--- src/rtl/ram_arb_pkg.sv ---
// Shared types and defaults for the single-port RAM arbiter.
// The owner-id width helper keeps pointer widths legal for any requester count.
package ram_arb_pkg;

    typedef enum logic [0:0] {
        StIdle,
        StRdWait
    } arb_state_e;

    localparam int unsigned DefNumReq = 2;
    localparam int unsigned DefAddrW  = 6;
    localparam int unsigned DefDataW  = 8;
    localparam int unsigned DefDepth  = 32;

    function automatic int unsigned id_width(input int unsigned n);
        return (n > 1) ? $clog2(n) : 1;
    endfunction

endpackage

--- src/rtl/ram_port_arbiter_if.sv ---
// Requester and RAM-side signal bundle for ram_port_arbiter.
// addr_err exists only when RAM_ADDR_CHECK_EN is defined.
interface ram_port_arbiter_if #(
    parameter int unsigned NUM_REQ = ram_arb_pkg::DefNumReq,
    parameter int unsigned ADDR_W  = ram_arb_pkg::DefAddrW,
    parameter int unsigned DATA_W  = ram_arb_pkg::DefDataW
) ();

    logic [NUM_REQ-1:0]        req_valid;
    logic [NUM_REQ-1:0]        req_ready;
    logic [NUM_REQ-1:0]        req_we;
    logic [NUM_REQ*ADDR_W-1:0] req_addr;
    logic [NUM_REQ*DATA_W-1:0] req_wdata;
    logic [NUM_REQ-1:0]        rsp_valid;
    logic [DATA_W-1:0]         rsp_rdata;
    logic                      ram_en;
    logic                      ram_we;
    logic [ADDR_W-1:0]         ram_addr;
    logic [DATA_W-1:0]         ram_data;
    logic [DATA_W-1:0]         ram_q;
`ifdef RAM_ADDR_CHECK_EN
    logic                      addr_err;
`endif

    modport slave (
        input  req_valid, req_we, req_addr, req_wdata, ram_q,
`ifdef RAM_ADDR_CHECK_EN
        output addr_err,
`endif
        output req_ready, rsp_valid, rsp_rdata, ram_en, ram_we, ram_addr, ram_data
    );

    modport master (
        output req_valid, req_we, req_addr, req_wdata, ram_q,
`ifdef RAM_ADDR_CHECK_EN
        input  addr_err,
`endif
        input  req_ready, rsp_valid, rsp_rdata, ram_en, ram_we, ram_addr, ram_data
    );

endinterface

--- src/rtl/rr_arbiter.sv ---
// Round-robin picker: scans from the last winner + 1 with wrap-around.
// The pointer moves only when a grant is actually issued.
module rr_arbiter
    import ram_arb_pkg::*;
#(
    parameter int unsigned NUM_REQ = DefNumReq
) (
    input  logic               clk,
    input  logic               rst,
    input  logic [NUM_REQ-1:0] req_i,
    input  logic               grant_en_i,
    output logic [NUM_REQ-1:0] gnt_o,
    output logic               gnt_valid_o
);

    localparam int unsigned IdW = id_width(NUM_REQ);

    logic [IdW-1:0] last_q, last_d;

    always_comb begin
        int unsigned idx;
        idx         = 0;
        gnt_o       = '0;
        gnt_valid_o = 1'b0;
        last_d      = last_q;
        for (int unsigned off = 1; off <= NUM_REQ; off++) begin
            idx = (32'(last_q) + off) % NUM_REQ;
            if (grant_en_i && !gnt_valid_o && req_i[idx]) begin
                gnt_o[idx]  = 1'b1;
                gnt_valid_o = 1'b1;
                last_d      = IdW'(idx);
            end
        end
    end

    // Reset to the highest id so the first scan starts at requester 0.
    always_ff @(posedge clk) begin
        if (rst) begin
            last_q <= IdW'(NUM_REQ - 1);
        end else begin
            last_q <= last_d;
        end
    end

endmodule

--- src/rtl/ram_port_arbiter.sv ---
// Shares one registered-address single-port RAM between NUM_REQ requesters.
// Optional out-of-range address filtering under RAM_ADDR_CHECK_EN.
module ram_port_arbiter
    import ram_arb_pkg::*;
#(
    parameter int unsigned NUM_REQ = DefNumReq,
    parameter int unsigned ADDR_W  = DefAddrW,
    parameter int unsigned DATA_W  = DefDataW,
    parameter int unsigned DEPTH   = DefDepth
) (
    input logic                clk,
    input logic                rst,
    ram_port_arbiter_if.slave  bus
);

    arb_state_e         state_q, state_d;
    logic [NUM_REQ-1:0] owner_q, owner_d;
    logic [ADDR_W-1:0]  addr_q, addr_d;
    logic               oob_q, oob_d;
    logic [NUM_REQ-1:0] rsp_valid_q, rsp_valid_d;
    logic [DATA_W-1:0]  rsp_rdata_q, rsp_rdata_d;

    logic [NUM_REQ-1:0] gnt;
    logic               gnt_valid;
    logic               win_we;
    logic               win_oob;
    logic [ADDR_W-1:0]  win_addr;
    logic [DATA_W-1:0]  win_wdata;

    rr_arbiter #(
        .NUM_REQ (NUM_REQ)
    ) u_rr_arbiter (
        .clk         (clk),
        .rst         (rst),
        .req_i       (bus.req_valid),
        .grant_en_i  ((state_q == StIdle) && !rst),
        .gnt_o       (gnt),
        .gnt_valid_o (gnt_valid)
    );

    always_comb begin
        win_we    = 1'b0;
        win_addr  = '0;
        win_wdata = '0;
        for (int unsigned i = 0; i < NUM_REQ; i++) begin
            if (gnt[i]) begin
                win_we    = bus.req_we[i];
                win_addr  = bus.req_addr[i*ADDR_W +: ADDR_W];
                win_wdata = bus.req_wdata[i*DATA_W +: DATA_W];
            end
        end
    end

`ifdef RAM_ADDR_CHECK_EN
    assign win_oob = (32'(win_addr) >= DEPTH);
`else
    assign win_oob = 1'b0;
`endif

    always_comb begin
        state_d      = state_q;
        owner_d      = owner_q;
        addr_d       = addr_q;
        oob_d        = oob_q;
        rsp_valid_d  = '0;
        rsp_rdata_d  = rsp_rdata_q;
        bus.req_ready = '0;
        bus.ram_en    = 1'b0;
        bus.ram_we    = 1'b0;
        bus.ram_addr  = '0;
        bus.ram_data  = '0;
        unique case (state_q)
            StIdle: begin
                if (gnt_valid) begin
                    bus.req_ready = gnt;
                    bus.ram_en    = !win_oob;
                    bus.ram_we    = win_we && !win_oob;
                    bus.ram_addr  = win_addr;
                    bus.ram_data  = win_wdata;
                    if (!win_we) begin
                        state_d = StRdWait;
                        owner_d = gnt;
                        addr_d  = win_addr;
                        oob_d   = win_oob;
                    end
                end
            end
            StRdWait: begin
                // Hold the address so the RAM sees a stable read for its capture edge.
                bus.ram_en   = !oob_q;
                bus.ram_addr = addr_q;
                rsp_valid_d  = owner_q;
                rsp_rdata_d  = oob_q ? '0 : bus.ram_q;
                state_d      = StIdle;
            end
            default: state_d = StIdle;
        endcase
    end

    always_ff @(posedge clk) begin
        if (rst) begin
            state_q     <= StIdle;
            owner_q     <= '0;
            addr_q      <= '0;
            oob_q       <= 1'b0;
            rsp_valid_q <= '0;
            rsp_rdata_q <= '0;
        end else begin
            state_q     <= state_d;
            owner_q     <= owner_d;
            addr_q      <= addr_d;
            oob_q       <= oob_d;
            rsp_valid_q <= rsp_valid_d;
            rsp_rdata_q <= rsp_rdata_d;
        end
    end

    assign bus.rsp_valid = rsp_valid_q;
    assign bus.rsp_rdata = rsp_rdata_q;

`ifdef RAM_ADDR_CHECK_EN
    logic addr_err_q, addr_err_d;

    always_comb begin
        addr_err_d = (state_q == StRdWait) && oob_q;
    end

    always_ff @(posedge clk) begin
        if (rst) begin
            addr_err_q <= 1'b0;
        end else begin
            addr_err_q <= addr_err_d;
        end
    end

    assign bus.addr_err = addr_err_q;
`endif

endmodule

--- src/flat_wrapper.sv ---
// flat-port wrapper written by rule: the top's interface ports become plain ports
module ram_port_arbiter_flat import ram_arb_pkg::*;
#(
    parameter int unsigned NUM_REQ = DefNumReq,
    parameter int unsigned ADDR_W  = DefAddrW,
    parameter int unsigned DATA_W  = DefDataW,
    parameter int unsigned DEPTH   = DefDepth
)
  (clk, rst, bus_req_valid, bus_req_we, bus_req_addr, bus_req_wdata, bus_ram_q, bus_req_ready, bus_rsp_valid, bus_rsp_rdata, bus_ram_en, bus_ram_we, bus_ram_addr, bus_ram_data);
  ram_port_arbiter_if #(.NUM_REQ(NUM_REQ), .ADDR_W(ADDR_W), .DATA_W(DATA_W)) bus_i ();
  input logic clk;
  input logic rst;
  input wire logic [$bits(bus_i.req_valid)-1:0] bus_req_valid;
  input wire logic [$bits(bus_i.req_we)-1:0] bus_req_we;
  input wire logic [$bits(bus_i.req_addr)-1:0] bus_req_addr;
  input wire logic [$bits(bus_i.req_wdata)-1:0] bus_req_wdata;
  input wire logic [$bits(bus_i.ram_q)-1:0] bus_ram_q;
  output wire logic [$bits(bus_i.req_ready)-1:0] bus_req_ready;
  output wire logic [$bits(bus_i.rsp_valid)-1:0] bus_rsp_valid;
  output wire logic [$bits(bus_i.rsp_rdata)-1:0] bus_rsp_rdata;
  output wire logic [$bits(bus_i.ram_en)-1:0] bus_ram_en;
  output wire logic [$bits(bus_i.ram_we)-1:0] bus_ram_we;
  output wire logic [$bits(bus_i.ram_addr)-1:0] bus_ram_addr;
  output wire logic [$bits(bus_i.ram_data)-1:0] bus_ram_data;
  assign bus_i.req_valid = bus_req_valid;
  assign bus_i.req_we = bus_req_we;
  assign bus_i.req_addr = bus_req_addr;
  assign bus_i.req_wdata = bus_req_wdata;
  assign bus_i.ram_q = bus_ram_q;
  assign bus_req_ready = bus_i.req_ready;
  assign bus_rsp_valid = bus_i.rsp_valid;
  assign bus_rsp_rdata = bus_i.rsp_rdata;
  assign bus_ram_en = bus_i.ram_en;
  assign bus_ram_we = bus_i.ram_we;
  assign bus_ram_addr = bus_i.ram_addr;
  assign bus_ram_data = bus_i.ram_data;
  ram_port_arbiter #(.NUM_REQ(NUM_REQ), .ADDR_W(ADDR_W), .DATA_W(DATA_W), .DEPTH(DEPTH)) u_core (.clk(clk), .rst(rst), .bus(bus_i));
endmodule
--- config.mk ---
export PLATFORM = sky130hd
export DESIGN_NAME = ram_port_arbiter_flat
export DESIGN_NICKNAME = d
export VERILOG_FILES = /design/src/rtl/ram_arb_pkg.sv /design/src/rtl/ram_port_arbiter_if.sv /design/src/rtl/rr_arbiter.sv /design/src/rtl/ram_port_arbiter.sv /design/src/flat_wrapper.sv
export SDC_FILE = /design/constraint.sdc
export NUM_CORES = 1
export LEC_CHECK = 0
export BUFFER_PORTS_ARGS = -buffer_cell sky130_fd_sc_hd__buf_2
export CORE_UTILIZATION = 45
export DETAILED_ROUTE_END_ITERATION = 10
export HOLD_SLACK_MARGIN = 0.08
export PLACE_DENSITY = 0.84
export SLEW_MARGIN = 30
export SYNTH_ARGS = -nofsm -noshare
export SYNTH_HDL_FRONTEND = slang
export SYNTH_HIERARCHICAL = 1
export SYNTH_SLANG_ARGS = --single-unit
--- constraint.sdc ---
create_clock -name clk -period 4.17 [get_ports clk]
set_input_delay 0.834 -clock clk [delete_from_list [all_inputs] [get_ports clk]]
set_output_delay 0.834 -clock clk [all_outputs]
set_load 0.05 [all_outputs]
==> reports/metrics.cfg <==
[clock_tree]
postCtsHoldBufs = 0
cts_buffer_depth = 2
clkLatencyLatePin_ps = 310
root_buffer = clkbuf_4
cts_sinks = 20
cts_made_buffers = 3
cts_tree = built
clkTransAtPathRegs_ps = 110
cts_resized = 0
htree_num_levels = 1
post-cts-setup-buffer-count = 0

[drt]
drtIter0Drc = 65
ant_nets = 0
wl_per_cell_um = 14.0
wl_um = 3020
route.vias.total = 1205
vias_per_cell = 5.60
drt_pass1_iterations = 4
drc = 0

[synthesis]
async_reset_ff_share_pct = 0
yosys_register_bits = 20
synth_ff_type = dfxtp_1
avgSynthCellArea_sq_um = 9.06
ys.warnings.count = 6
syn_area_sq_um = 1100
yosys.cell_types.count = 32
synth_fp_nets = 164
synth_edf_count = 0
synth_cells = 122
yosysSeqAreaShare_pct = 36.2

[finish]
syn2layout_area_growth_pct = 33.7
layout_commonest_cell = buf_2
layout-drive-gt1-share_pct = 47.6
diodes = 0
fin_nets = 230
final_cell_mix = buf_2 (69), dfxtp_1 (20), nor2_1 (17)

[global_routing]
grt_pass1_wl_um = 4770
grt_usage_pct = 24.2
grt.overflow.total = 0
grt_max_degree = 22
grt_pass1_vias = 1114
antenna_found_initial = 0

[flow_run]
cap_violations = 0

[worst_setup_path]
arrival_ps = 2780
worstSetupPathType = primary input to output pin
slowest_stage = a21oi_1
startpoint_type = primary input
cp-end-kind = output pin
crit_top_cell = buf_2
critPathMaxStageDelay_ps = 360
path_cells = buf_2 -> nor2_1 -> nand2_1 -> a21oi_1 -> and2b_4 -> a22oi_1 -> o21ai_1 -> buf_2
rr_worst_depth = 7
critical_path.max_fanout = 21
cp.required_ps = 3340

[floorplan]
rows = 17
design.core.area_sq_um = 2250
die_x_um = 51.6
die_h_um = 51.6
io_pins = 70
dieArea_sq_um = 2660
initial_core_util_pct = 49.0

[pwr]
p_per_area_nw_per_um2 = 345
p_int_mw = 0.348
seq_power_share_pct = 40.7
swShare_pct = 31.7
p_clk_share_pct = 31.2
p_sw_mw = 0.162
combPwrFrac_pct = 28.0
peakVddDrop_mv = 0.207
p_leak_nw = 0.700

[run_status]
outcome = finished clean

[timing]
fmax_ghz = 0.276
final-setup-viol-count = 0
tns_ps = 0
slew_viol_final = 0
worstMarginPinSlew_ps = 430
rsz0062_at_grt = false
finalHoldViolCount = 0
max_slew_margin_pct = 71.3
fin_crit_ps = 3620
timing.hold.ws_ps = 495
fin_crit_sh_pct = 86.7
fin_skew_ps = 4.62

[placement]
hpwl_um = 2050
gp_congestion = 0.766
io_buffers = 69

[hold_path]
min_path_type = register to register
hold_depth = 2

-- routing by layer --
layer | part of all wire (%) | wire length (um) | up-vias | GRT usage, %
met2 | 50 | 1500 | 76 | 42.6
li1 | - | - | 577 | -
met3 | 7.6 | 231 | 12 | 4.09
met4 | 3.6 | 109 | 0 | 13.5
met1 | 39 | 1180 | 540 | 27.4
met5 | 0 | 0 | - | 0
-- registers in the layout, summed over array words and instances, names as in the netlist --
signal,count
u_core/addr_q,6
u_core/owner_q,2
u_core/bus.rsp_rdata,8
u_core/bus.rsp_valid,2
u_core/state_q,1
u_core/u_rr_arbiter/last_q,1
-- final timing paths --
check | from | end | slack [ps]
max reg2reg | u_core/state_q | u_core/addr_q[0] | 2300
min | u_core/owner_q[1] | u_core/owner_q[1] | 500
max | rst | bus_ram_addr[2] | 550
min reg2reg | u_core/owner_q[1] | u_core/owner_q[1] | 500
-- metrics by stage --
stage / util, % / cells / setup slack, ps / total power [mW] / instance area [sq um]
final: 65.5 / 215 / 553 / 0.510 / 1480
after global routing: 65.5 / 215 / 408 / 0.531 / 1480
after CTS: 65.5 / 215 / 607 / 0.511 / 1480
after detailed placement: 63.2 / 211 / 710 / 0.353 / 1430
after global placement: 63.2 / 211 / 834 / 0.348 / 1430
after floorplan: - / 122 / 631 / 0.317 / 1100
-- logic make-up (layout without fill, tap and decap cells) --
kind of cell           Yosys count  after routing  synth area share [%]
AO/OA/AOI/OAI                   41             41                  27.5
buffers and inverters           11             76                  7.13
flip-flops                      20             20                  36.2
multiplexers                     8              8                  7.25
AND/OR/NAND/NOR                 42             42                  21.9
-- worst max-delay path: cells and delay by family --
kind                   cells  cell delay (ps)
buffers and inverters      2              540
AO/OA/AOI/OAI              3              660
AND/OR/NAND/NOR            3              740
-- Yosys cell counts, types with 2 or more instances --
cell      count  area (sq um)
mux2i_1       8          80.1
dfxtp_1      20           400
a22oi_1      12          90.1
and3b_1       3          26.3
buf_2         3          15.0
and2_1        2          12.5
o31ai_1       2          15.0
buf_6         4          45.0
o21ai_1       6          30.0
a31oi_1       6          37.5
nand2_1       9          33.8
a21oi_1       5          25.0
a211oi_1      2          15.0
a22oi_2       2          25.0
nor2_1       17          63.8
clkbuf_1      2          7.51
a211oi_2      4          50.1
-- power by group through the flow --
stage | Clock (mW) | Sequential, mW | Combinational, mW
6_report | 0.159 | 0.208 | 0.143
5_1_grt | 0.170 | 0.209 | 0.152
3_3_place_gp | 0 | 0.211 | 0.137
2_1_floorplan | 0 | 0.223 | 0.0944
4_1_cts | 0.162 | 0.207 | 0.142
3_5_place_dp | 0 | 0.212 | 0.141
-- cell type report --
| type | instances | area (sq um) |
|---|---|---|
| Clock buffer | 3 | 22.5 |
| Inverter | 1 | 3.75 |
| Multi-Input combinational cell | 91 | 626 |
| Tap cell | 28 | 35.0 |
| Timing Repair Buffer | 71 | 360 |
| Fill cell | 199 | 777 |
| Clock inverter | 1 | 30.0 |
| Sequential cell | 20 | 400 |
No activity file was read; power rests on OpenSTA's default activity.
